`src/rtl/lsu_ctrl_pkg.sv`:
```
// lsu_ctrl_pkg: uop encodings and classification helpers shared by the load/store unit,
// the dcache and the decoder.
package lsu_ctrl_pkg;
    typedef logic [3:0] uop_t;

    localparam uop_t NOP_UOP = 4'b0000;
    localparam uop_t STR_UOP = 4'b1001;
    localparam uop_t LDR_UOP = 4'b1010;
    localparam uop_t LDM_UOP = 4'b1011;
    localparam uop_t STM_UOP = 4'b1100;

    function automatic logic is_mem_uop(input uop_t u);
        return u inside {STR_UOP, LDR_UOP, LDM_UOP, STM_UOP};
    endfunction

    function automatic logic is_load_uop(input uop_t u);
        return u == LDR_UOP || u == LDM_UOP;
    endfunction

    function automatic logic is_multi_uop(input uop_t u);
        return u == LDM_UOP || u == STM_UOP;
    endfunction
endpackage

```
`src/rtl/lsu_ctrl_reglist_scan.sv`:
```
// reglist_scan: lowest set register index, non-empty flag and popcount of an LDM/STM list.
module reglist_scan (
    input  logic [15:0] list,
    output logic [3:0]  low_idx,
    output logic        valid,
    output logic [4:0]  count
);
    always_comb begin
        low_idx = '0;
        count   = '0;
        for (int i = 15; i >= 0; i--) begin
            if (list[i]) low_idx = i[3:0];
            count = count + {4'b0, list[i]};
        end
    end

    assign valid = |list;
endmodule

```
`src/rtl/lsu_ctrl.sv`:
```
// lsu_ctrl: load/store control stage; computes addresses, sequences dcache accesses
// and emits load and base-register writebacks.
module lsu_ctrl
    import lsu_ctrl_pkg::*;
#(
    parameter int ADDR_W = 5,
    parameter int DATA_W = 32
) (
    input  logic              clock,
    input  logic              reset_n,
    input  logic              in_valid,
    output logic              in_ready,
    input  logic [3:0]        in_uop,
    input  logic [31:0]       in_base,
    input  logic [3:0]        in_rn,
    input  logic [31:0]       in_offset,
    input  logic              in_pre,
    input  logic              in_up,
    input  logic              in_wb,
    input  logic [3:0]        in_rd,
    input  logic [DATA_W-1:0] in_store_data,
    input  logic [15:0]       in_reglist,
    output logic [3:0]        rf_rd_addr,
    input  logic [DATA_W-1:0] rf_rd_data,
    output logic [ADDR_W-1:0] dc_addr,
    output logic [DATA_W-1:0] dc_data,
    output logic [3:0]        dc_uop,
    input  logic [DATA_W-1:0] dc_rdata,
    output logic              wb_valid,
    output logic [3:0]        wb_rd,
    output logic [DATA_W-1:0] wb_data,
    output logic              base_wb_valid,
    output logic [3:0]        base_wb_rn,
    output logic [31:0]       base_wb_data,
    output logic              done
);
    localparam logic [1:0] IDLE    = 2'd0;
    localparam logic [1:0] ACCESS  = 2'd1;
    localparam logic [1:0] CAPTURE = 2'd2;
    localparam logic [1:0] DONE    = 2'd3;

    logic [1:0]        state;
    uop_t              uop_q;
    logic [31:0]       ea_q;
    logic [31:0]       upd_q;
    logic [3:0]        rn_q;
    logic [3:0]        cur_q;
    logic              wb_q;
    logic [15:0]       list_q;
    logic [DATA_W-1:0] dat_q;

    logic [3:0]  in_low;
    logic        in_any;
    logic [4:0]  in_cnt;
    logic [3:0]  cur_low;
    logic        cur_any;
    logic [4:0]  cur_cnt;
    logic [15:0] rest;
    logic        multi_q;
    logic        load_q;

    logic [31:0] n4;
    logic [31:0] single_upd;
    logic [31:0] multi_upd;
    logic [31:0] acc_upd;
    logic [31:0] acc_ea;
    logic        in_multi;
    logic        conflict;
    logic        empty;
    logic        unused_ok;

    reglist_scan u_in_scan (
        .list    (in_reglist),
        .low_idx (in_low),
        .valid   (in_any),
        .count   (in_cnt)
    );

    reglist_scan u_cur_scan (
        .list    (list_q),
        .low_idx (cur_low),
        .valid   (cur_any),
        .count   (cur_cnt)
    );

    assign multi_q  = is_multi_uop(uop_q);
    assign load_q   = is_load_uop(uop_q);
    assign rest     = list_q & ~(16'd1 << cur_low);
    assign in_multi = is_multi_uop(in_uop);

    // Multiple transfers always walk upwards from the lowest address; DA/DB start below base.
    always_comb begin
        n4         = {25'd0, in_cnt, 2'b00};
        single_upd = in_up ? in_base + in_offset : in_base - in_offset;
        multi_upd  = in_up ? in_base + n4 : in_base - n4;
        acc_upd    = in_multi ? multi_upd : single_upd;
        acc_ea     = !in_multi ? (in_pre ? single_upd : in_base) :
                     in_up     ? (in_pre ? in_base + 32'd4 : in_base) :
                                 (in_pre ? multi_upd : multi_upd + 32'd4);
        conflict   = in_uop == LDR_UOP ? in_rd == in_rn :
                     in_uop == LDM_UOP ? in_reglist[in_rn] : 1'b0;
        empty      = in_multi && !in_any;
    end

    always_ff @(posedge clock) begin
        if (!reset_n) begin
            state    <= IDLE;
            uop_q    <= NOP_UOP;
            ea_q     <= '0;
            upd_q    <= '0;
            rn_q     <= '0;
            cur_q    <= '0;
            wb_q     <= 1'b0;
            list_q   <= '0;
            dat_q    <= '0;
            wb_valid <= 1'b0;
            wb_rd    <= '0;
            wb_data  <= '0;
        end else begin
            wb_valid <= 1'b0;
            case (state)
                IDLE: if (in_valid && is_mem_uop(in_uop)) begin
                    uop_q  <= in_uop;
                    ea_q   <= acc_ea;
                    upd_q  <= acc_upd;
                    rn_q   <= in_rn;
                    cur_q  <= in_rd;
                    list_q <= in_multi ? in_reglist : 16'd0;
                    wb_q   <= in_wb && !conflict && !empty;
                    if (in_uop == STR_UOP) dat_q <= in_store_data;
                    state  <= empty ? DONE : ACCESS;
                end
                ACCESS: begin
                    if (multi_q) begin
                        cur_q  <= cur_low;
                        list_q <= rest;
                        if (rest != 16'd0) ea_q <= ea_q + 32'd4;
                    end
                    if (uop_q == STM_UOP) dat_q <= rf_rd_data;
                    state <= load_q ? CAPTURE : (multi_q && rest != 16'd0) ? ACCESS : DONE;
                end
                CAPTURE: begin
                    wb_valid <= 1'b1;
                    wb_rd    <= cur_q;
                    wb_data  <= dc_rdata;
                    state    <= cur_any ? ACCESS : DONE;
                end
                default: state <= IDLE;
            endcase
        end
    end

    assign in_ready      = state == IDLE;
    assign dc_uop        = state == ACCESS ? uop_q : NOP_UOP;
    assign dc_addr       = ea_q[ADDR_W+1:2];
    assign dc_data       = (state == ACCESS && uop_q == STM_UOP) ? rf_rd_data : dat_q;
    assign rf_rd_addr    = cur_low;
    assign done          = state == DONE;
    assign base_wb_valid = state == DONE && wb_q;
    assign base_wb_rn    = rn_q;
    assign base_wb_data  = upd_q;

    assign unused_ok = ^{ea_q[31:ADDR_W+2], ea_q[1:0], in_low, cur_cnt};
endmodule
```
`config.mk`:
```
export PLATFORM = sky130hd
export DESIGN_NAME = lsu_ctrl
export DESIGN_NICKNAME = d
export VERILOG_FILES = /design/src/rtl/lsu_ctrl_pkg.sv /design/src/rtl/lsu_ctrl_reglist_scan.sv /design/src/rtl/lsu_ctrl.sv
export SDC_FILE = /design/constraint.sdc
export NUM_CORES = 1
export LEC_CHECK = 0
export BUFFER_PORTS_ARGS = -buffer_cell sky130_fd_sc_hd__buf_2
export CELL_PAD_IN_SITES_DETAIL_PLACEMENT = 1
export CELL_PAD_IN_SITES_GLOBAL_PLACEMENT = 1
export CORE_ASPECT_RATIO = 1.5
export CORE_MARGIN = 8
export CORE_UTILIZATION = 40
export DETAILED_ROUTE_END_ITERATION = 8
export PLACE_DENSITY = 0.91
export SYNTH_ARGS = -nofsm -noshare
export SYNTH_HDL_FRONTEND = slang
export SYNTH_HIERARCHICAL = 1
export SYNTH_SLANG_ARGS = --single-unit
```
`constraint.sdc`:
```
create_clock -name clock -period 11.07 [get_ports clock]
set_clock_uncertainty 0.2 [all_clocks]
set_input_delay 2.7675 -clock clock [delete_from_list [all_inputs] [get_ports clock]]
set_output_delay 2.7675 -clock clock [all_outputs]
set_load 0.02 [all_outputs]
```
==> results.md, run 1 <==
* Setup Fix Bufs, Post-CTS at 0
* Cell Chain, Critical Path: buf_2 -> inv_1 -> fa_1 -> fa_1 -> fa_1 -> fa_1 -> inv_1 -> ha_1 -> inv_1 -> fa_1 -> xnor2_1 -> nor2_1 -> a41oi_1 -> ha_1 -> and2_1 -> a311oi_1 -> a21oi_1 -> a221o_1 -> or2_1 -> a31oi_1 -> xor2_1 -> a221oi_1
* Placed Instance Area at 13840 µm²
* Worst Path Required at 11220 ps
* Post-layout util at 48.23%
* Pin count of the biggest net entering global routing at 111
* CP max stage cell: a41oi_1
* Final Hold Violating Endpoints at 0
* Layout cells sized above 1 at 23.73%
* Max-slew headroom at 25.24%
* Fin area at 14450 µm²
* Final HPWL DP at 37130 µm
* H-tree Lvls at 4
* Unrepaired setup endpoints after global routing: no
* Switching share of power at 43.28%
* # rows at 78
* Max incr delay on CP at 840 ps
* Total of max-cap violations at 0
* Vias per Instance at 5.856
* Initial Util at 40.14%
* CTS tree: done
* Vias in the first global route at 14060
* Status: completed
* Clk sink count at 137
* Via count at 12990
* Detailed Route WL at 47010 µm
* F_max at 0.1071 GHz
* Routed Antenna Nets at 0
* Peak VDD IR at 0.00009974 V
* Routability congestion estimate at 0.9141
* Worst min path class: register to register
* Core Box Area at 29960 µm²
* Die area at 35980 µm²
* Synthesis-to-finish area growth at 20.16%
* Min Tclk post-route at 9335 ps
* CTS resizes at 0
* Io pins at 315
* Logic pwr share at 53.2%
* First-pass GRT wire length at 73220 µm
* Fin. max-slew vios at 0
* Register area at 2743 µm²
* PortBufs at 314
* Syn nets at 1832
* Worst-Skew Late Latency at 440 ps
* Fin nets at 2087
* Most used routing layer: met2
* Pint at 1376 µW
* Worst-Margin Slew at 1121 ps
* Iter 0 DRT Violations at 596
* Clock Tree Buf Depth at 2
* Final Power at 2425 µW
* Final Cycle Share at 84.33%
* Buf/Inv on CP at 4
* Seq pwr share at 22.2%
* Layout fillers at 3777
* Leak at 0.006919 µW
* Crit path launch type: input pin
* Mean Syn Cell Area at 7.763 µm²
* Hold_buf cts at 0
* Antenna violations before repair at 3
* Worst path top cell family by delay: adder cells
* Number of CTS-inserted buffers at 17
* WL/cell at 21.19 µm
* Power share of the clock group at 24.7%
* Arrival @ worst endpoint at 9480 ps
* Post-Synthesis Cells at 1549
* GR Util met2 at 46.93%
* Critical path class: input pin to register
* Power per cell area at 167.8 nW/µm²
* TNS Setup at 0 ps
* Drt drc at 0
* Most used cell, CP: fa_1
* Syn. warnings at 6
* Met3 GRT Util at 4.580%
* Gr usage total at 25.60%
* Gr ovfl total at 0
* Die W at 157.6 µm
* Met1 usage at 25.35%
* Die Ht at 228.4 µm
* Clk slew on worst S/H paths at 60 ps
* Synthesized area at 12030 µm²
* Final setup fails at 0
* 1st-pass router iterations at 5
* Multi-input logic area at 8680 µm²
* Root Buffer: clkbuf_16
* Net switching power at 1050 µW
* Crit-path max FO at 7
* Critical Path End Type: register
[final timing paths]
kind                  from                to  slack, ps  depth (start not counted)
min                   wb_q              wb_q        250                          2
min reg2reg           wb_q              wb_q        250                          2
max reg2reg      list_q[6]           ea_q[5]       7000                         11
max          in_reglist[5]  base_wb_data[24]       1730                         22
[stage by stage]
stage / cells / hold slack [ps] / setup WS (ps)
6_report: 2219 / 249.9 / 1735
4_1_cts: 2216 / 253.6 / 1833
3_5_place_dp: 2185 / 245.0 / 1452
5_1_grt: 2219 / 272.9 / 1503
3_3_place_gp: 2185 / 238.6 / 1700
2_1_floorplan: 1549 / 226.3 / 2477
[per-layer routing]
metal / up-vias / share of wire, %
li1: 6116 / -
met2: 435 / 52
met4: 0 / 6.6
met5: - / 0
met1: 6291 / 36
met3: 152 / 5.1
[registers in the layout, summed over array words and instances (netlist names), 2 cells and up]
name and cells:
base_wb_rn 4, dat_q 32, state 2, list_q 16
ea_q 5, base_wb_data 32, wb_rd 4, cur_q 4
uop_q 4, wb_data 32
[worst min-delay path, delay by kind of cell (launching register included)]
family / cells / cell delay (ps)
AOI/OAI and AO/OA: 1 / 50
DFF: 1 / 300
and+or+nand+nor: 1 / 50
[cell type report]
type / count / area share (%)
Tap cell: 400 / 3.464
Clock buffer: 18 / 2.970
Sequential cell: 137 / 18.98
Timing Repair Buffer: 329 / 11.67
Antenna cell: 3 / 0.05195
Multi-Input combinational cell: 1257 / 60.07
Clock inverter: 13 / 1.186
Inverter: 62 / 1.611
[power groups by stage]
| stage | clock (µW) | combinational, µW | sequential, µW |
|---|---|---|---|
| 2_1_floorplan | 0 | 900 | 563 |
| 3_3_place_gp | 0 | 1210 | 546 |
| 3_5_place_dp | 0 | 1260 | 548 |
| 4_1_cts | 609 | 1280 | 537 |
| 5_1_grt | 629 | 1420 | 540 |
| 6_report | 598 | 1290 | 537 |
[cells in the final DEF (no fill, tap or decap), types with 14 or more instances in the layout]
cell type	instances
and3_1	14
nor2_1	64
o211a_1	48
mux2_2	35
a21oi_1	102
nand3_1	62
nor2b_1	18
buf_4	16
a21boi_0	46
nand2_1	259
o21ai_0	71
a31oi_1	14
nor3_1	32
and2_1	21
dfxtp_1	137
a21boi_1	16
a21o_1	26
xor2_1	45
clkbuf_16	17
buf_2	313
xnor2_1	39
ha_1	77
inv_1	62
o211ai_1	18
nand4_1	15
o21a_1	19
Note: power is estimated with default switching activity, not from simulation.
==> run 2: changes to the inputs <==
Clock period 11.07 ns to 8.87 ns, I/O delays scaled along.
==> run 2 against run 1 <==
Non-clock buffer count rose by 5; first-iteration DRC count rose by 4.9%; register-to-register slack got worse by 2300 ps; critical path depth rose by 2; wire length barely moved; largest power group unchanged; highest routed layer unchanged.
==> results.md, run 2 (synthesis gave the netlist of run 1 again) <==
* Status: completed
* Final HPWL DP at 37400 µm (+0.71%)
* Min Tclk post-route at 8372 ps
* Fin. max-slew vios at 0 (unchanged)
* CTS tree: done
* Arrival @ worst endpoint at 8490 ps (-990 ps)
* Hold_buf cts at 0 (unchanged)
* Place WS at 43.11 ps (-1409 ps)
* Max incr delay on CP at 590 ps (-250 ps)
* CTS resizes at 0 (unchanged)
* Initial Util at 40.14% (unchanged)
* Die area at 35980 µm² (unchanged)
* Critical Path End Type: register
* Worst min path class: register to register
* Final setup fails at 0 (unchanged)
* Iter 0 DRT Violations at 625 (+4.9%)
* Most common cell after layout, fill and taps aside: buf_2
* Switching share of power at 43.25% (about the same)
* Power per cell area at 208.9 nW/µm² (+24%)
* Clock Tree Buf Depth at 2 (unchanged)
* Power share of the clock group at 23.8% (-0.9 points)
* Routability congestion estimate at 0.9130 (-0.12%)
* Max-slew headroom at 25.16% (-0.081 points)
* Vias per Instance at 5.881 (+0.43%)
* Pin count of the biggest net entering global routing at 106 (-4.5%)
* H-tree Lvls at 4 (unchanged)
* Critical path class: input pin to register
* Layout fillers at 3803 (+0.69%)
* Crit-path max FO at 4 (-3)
* Cell Chain, Critical Path: buf_2 -> inv_1 -> fa_1 -> fa_1 -> fa_1 -> fa_1 -> inv_1 -> ha_1 -> inv_1 -> fa_1 -> xnor2_1 -> nor2_1 -> and2_1 -> ha_1 -> mux2_2 -> ha_1 -> nand4_1 -> a21oi_1 -> nor3_1 -> buf_4 -> nor4b_1 -> nor3_1 -> nor4_1 -> nor4b_2
* Clk sink count at 137 (unchanged)
* WL/cell at 21.16 µm (-0.13%)
* Post-Place Cells at 2190 (+0.23%)
* PortBufs at 314 (unchanged)
* Drt drc at 0 (unchanged)
* Crit path launch type: input pin
* F_max at 0.1194 GHz
* Detailed Route WL at 47040 µm (about the same)
* CP max stage cell: fa_1
* Worst-Margin Slew at 1123 ps (+1.221 ps)
* Gr usage total at 25.83% (+0.22 points)
* Setup Fix Bufs, Post-CTS at 0 (unchanged)
* Peak VDD IR at 0.0001352 V (+36%)
* Leak at 0.006937 µW (+0.26%)
* 1st-pass router iterations at 5 (unchanged)
* Layout cells sized above 1 at 23.94% (+0.21 points)
* Via count at 13070 (+0.62%)
* Post-route insts no fill at 2223 (+0.18%)
* Worst-Skew Late Latency at 440 ps (about the same)
* Register area at 2743 µm² (unchanged)
* Net switching power at 1307 µW (+24%)
* Final Power at 3021 µW (+25%)
* Logic pwr share at 54.0% (+0.8 points)
* First-pass GRT wire length at 74020 µm (+1.1%)
* Final Hold Violating Endpoints at 0 (unchanged)
* Core Box Area at 29960 µm² (unchanged)
* Total of max-cap violations at 0 (unchanged)
* Fin nets at 2092 (+0.24%)
* Pint at 1715 µW (+25%)
* Seq pwr share at 22.2% (about the same)
* Root Buffer: clkbuf_16
* Die Ht at 228.4 µm (unchanged)
* # rows at 78 (unchanged)
* Most used cell, CP: fa_1
* Final Cycle Share at 94.39%
* Post-layout util at 48.28% (about the same)
* Setup ws final at 497.7 ps (-1237 ps)
* Number of CTS-inserted buffers at 17 (unchanged)
* Die W at 157.6 µm (unchanged)
* Routed Antenna Nets at 0 (unchanged)
* Antenna violations before repair at 2 (-1)
* Buf/Inv on CP at 5 (+1)
* Unrepaired setup endpoints after global routing: no
* TNS Setup at 0 ps (unchanged)
* Clk slew on worst S/H paths at 60 ps (about the same)
* Worst Path Required at 8990 ps (-2230 ps)
* Most frequent cells in the layout: buf_2 (313), nand2_1 (259), dfxtp_1 (137)
* Vias in the first global route at 14140 (+0.55%)
* Synthesis-to-finish area growth at 20.28% (about the same)
* Multi-input logic area at 8680 µm² (unchanged)
* Io pins at 315 (unchanged)
* Worst path top cell family by delay: adder cells
* Gr ovfl total at 0 (unchanged)
run 2: cell count changes in the layout (fill, tap and decap cells not counted), sizes merged:
cell,before,now
buf,329,334
bufinv,3,2
clkbuf,18,20
clkinv,3,4
diode,3,2
inv,65,63
run 2: per-stage QoR:
stage                     hold slack, ps  instance area, µm²
final                              266.0               14460
after global routing               284.7               14460
after CTS                          260.0               14460
after detailed placement           253.4               13880
after global placement             238.7               13880
after floorplan                    226.3               12030
run 2: routing by layer:
metal	GRT usage [%]	up-vias	share of wire, %
li1	-	6105	-
met5	0	-	0
met4	18.18	0	7.0
met1	26.10	6340	37
met2	47.10	461	52
met3	3.936	168	4.7
run 2: worst min-delay path, cell delays in order, from the launching register on:
cell and delay, ps:
dfxtp_1 310, nand2_1 50, a21boi_0 60
run 2: cell type report:
cell class,count,area share (%)
inverter,62,1.609
clock buffer,20,3.157
timing repair buffer,334,11.92
clock inverter,11,0.8478
multi-input combinational,1257,60.01
sequential,137,18.96
antenna,2,0.03460
tap,400,3.460
run 2: path summary, 6_finish.rpt:
path                  start               end  slack, ps  cells past startpoint
min reg2reg     wb_data[18]       wb_data[18]        270                      2
max reg2reg       list_q[6]           ea_q[5]       4720                     10
min             wb_data[18]       wb_data[18]        270                      2
max          in_reglist[11]  base_wb_data[31]        500                     24
run 2: power by group through the flow:
stage,clock network [µW],logic [µW],registers (µW)
2_1_floorplan,0,1120,703
3_3_place_gp,0,1520,681
3_5_place_dp,0,1590,684
4_1_cts,730,1620,671
5_1_grt,758,1790,675
6_report,718,1630,671
==> run 3: changes to the inputs <==
Settings changed: REMOVE_ABC_BUFFERS set to 1, TNS_END_PERCENT set to 10.
==> run 3 against run 2 <==
Total power grew 0.91%; wire length shrank 3.1%; hold slack lost 4.4 ps; die area is the same; register-to-register slack gained 290 ps; critical path depth is the same; combinational power is essentially flat; global-route usage shrank 1.1 points; core utilization grew 0.14 points; non-clock buffer count grew 2; critical endpoint unchanged; highest routed layer unchanged.
==> results.md, run 3 (synthesis gave the netlist of run 1 again) <==
* Critical path class: input pin to register
* Worst-Margin Slew at 943.1 ps (-179.5 ps)
* Root Buffer: clkbuf_16
* Place WS at 93.16 ps (+50.06 ps)
* Gr usage total at 24.71% (-1.1 points)
* Worst r2r path cells at 12 (+2)
* Clock Tree Buf Depth at 2 (unchanged)
* Leak at 0.006958 µW (+0.30%)
* Via count at 13000 (-0.60%)
* TNS Setup at 0 ps (unchanged)
* Worst min path class: register to register
* Iter 0 DRT Violations at 572 (-8.5%)
* Setup Fix Bufs, Post-CTS at 0 (unchanged)
* CTS resizes at 0 (unchanged)
* Crit path launch type: input pin
* Final Hold Violating Endpoints at 0 (unchanged)
* Arrival @ worst endpoint at 8580 ps (+90 ps)
* Io pins at 315 (unchanged)
* Post-layout util at 48.42% (+0.14 points)
* Pin count of the biggest net entering global routing at 100 (-5.7%)
* Final HPWL DP at 36320 µm (-2.9%)
* Layout cells sized above 1 at 24.12% (+0.18 points)
* Die W at 157.6 µm (unchanged)
* Max-slew headroom at 37.13% (+12 points)
* Die area at 35980 µm² (unchanged)
* Reg2Reg Setup Slack at 5010 ps (+290 ps)
* Unrepaired setup endpoints after global routing: no
* Vias per Instance at 5.841 (-0.69%)
* Worst reg2reg path endpoint: ea_q[5]
* Critical Path End Type: register
* First-pass GRT wire length at 71740 µm (-3.1%)
* Detailed Route WL at 45600 µm (-3.1%)
* Drt drc at 0 (unchanged)
* Die Ht at 228.4 µm (unchanged)
* Final setup fails at 0 (unchanged)
* Min Tclk post-route at 8465 ps (+93.07 ps)
* Hold path startpoint: wb_data[30]
* Setup ws final at 404.7 ps (-93.07 ps)
* # rows at 78 (unchanged)
* Gr ovfl total at 0 (unchanged)
* Power per cell area at 210.2 nW/µm² (+0.62%)
* Number of CTS-inserted buffers at 17 (unchanged)
* Hold EP: wb_data[30]
* Final Cycle Share at 95.44% (+1.0 points)
* Most common cell after layout, fill and taps aside: buf_2
* Fin nets at 2094 (+0.096%)
* Routed Antenna Nets at 0 (unchanged)
* Clk sink count at 137 (unchanged)
* Placed Instance Area at 13890 µm² (+0.11%)
* Vias in the first global route at 13900 (-1.7%)
* Worst-Skew Late Latency at 440 ps (about the same)
* Fin area at 14510 µm² (+0.29%)
* Final Power at 3049 µW (+0.91%)
* Most frequent cells in the layout: buf_2 (313), nand2_1 (259), dfxtp_1 (137)
* Worst r2r src: list_q[6]
* Initial Util at 40.14% (unchanged)
* Core Box Area at 29960 µm² (unchanged)
* Worst Path Required at 8990 ps (about the same)
* Crit-path max FO at 4 (unchanged)
* WHS Path Cells at 2 (unchanged)
* CTS tree: done
* Status: completed
* Fin. max-slew vios at 0 (unchanged)
* Antenna violations before repair at 1 (-1)
* PortBufs at 314 (unchanged)
* Clk slew on worst S/H paths at 60 ps (about the same)
* Total of max-cap violations at 0 (unchanged)
* WL/cell at 20.49 µm (-3.1%)
* 1st-pass router iterations at 5 (unchanged)
* Hold_buf cts at 0 (unchanged)
* Routability congestion estimate at 0.9474 (+3.8%)
* Synthesis-to-finish area growth at 20.63%
* Peak VDD IR at 0.0001382 V (+2.2%)
* H-tree Lvls at 4 (unchanged)
* CP Launch Point: in_reglist[0]
* F_max at 0.1181 GHz (-1.1%)
[run 3: worst max-delay path, cell delays in order]
cell and delay (ps):
buf_2 90, inv_1 70, fa_1 610, fa_1 470, fa_1 530, fa_1 410
inv_1 80, ha_1 160, inv_1 60, fa_1 410, xnor2_1 330, nor2_1 140
and2_1 200, ha_1 260, mux2_2 270, ha_1 360, nand4_1 170, a21oi_1 300
nor3_1 90, buf_4 160, nor4b_1 540, nor3_1 200, nor4_1 340, nor4b_2 90
[run 3: worst max path at each step]
| stage | to | depth (start not counted) |
|---|---|---|
| floorplan | base_wb_data[24] | 21 |
| global placement | base_wb_data[31] | 24 |
| detailed placement | base_wb_data[31] | 24 |
| CTS | base_wb_data[31] | 24 |
| global route | base_wb_data[31] | 24 |
| finish | base_wb_data[31] | 24 |
[run 3: cell type report]
class | count | area (µm²)
well taps | 400 | 500.5
repair buffers | 336 | 1739
multi-input cells | 1257 | 8680
inverters | 62 | 232.7
fillers | 3813 | 15450
clock buffers | 17 | 425.4
flip-flops and latches | 137 | 2743
clock inverters | 15 | 183.9
diodes | 1 | 2.502
[run 3: routing by layer]
layer | global-route usage [%] | vias up | share of wire, %
li1 | - | 6121 | -
met1 | 24.88 | 6333 | 37
met2 | 47.33 | 406 | 54
met3 | 3.463 | 136 | 4.5
met4 | 13.16 | 0 | 5.0
met5 | 0 | - | 0
[run 3: per-stage QoR]
step	hold slack (ps)	instances
after global placement	234.1	2192
final	261.6	2225
after global routing	285.5	2225
after CTS	265.2	2224
after detailed placement	256.4	2192
after floorplan	226.3	1456
[run 3: power by group]
group / switching [µW] / internal (µW)
sequential: 23.6 / 647
clock: 321 / 425
combinational: 991 / 640
total: 1340 / 1710
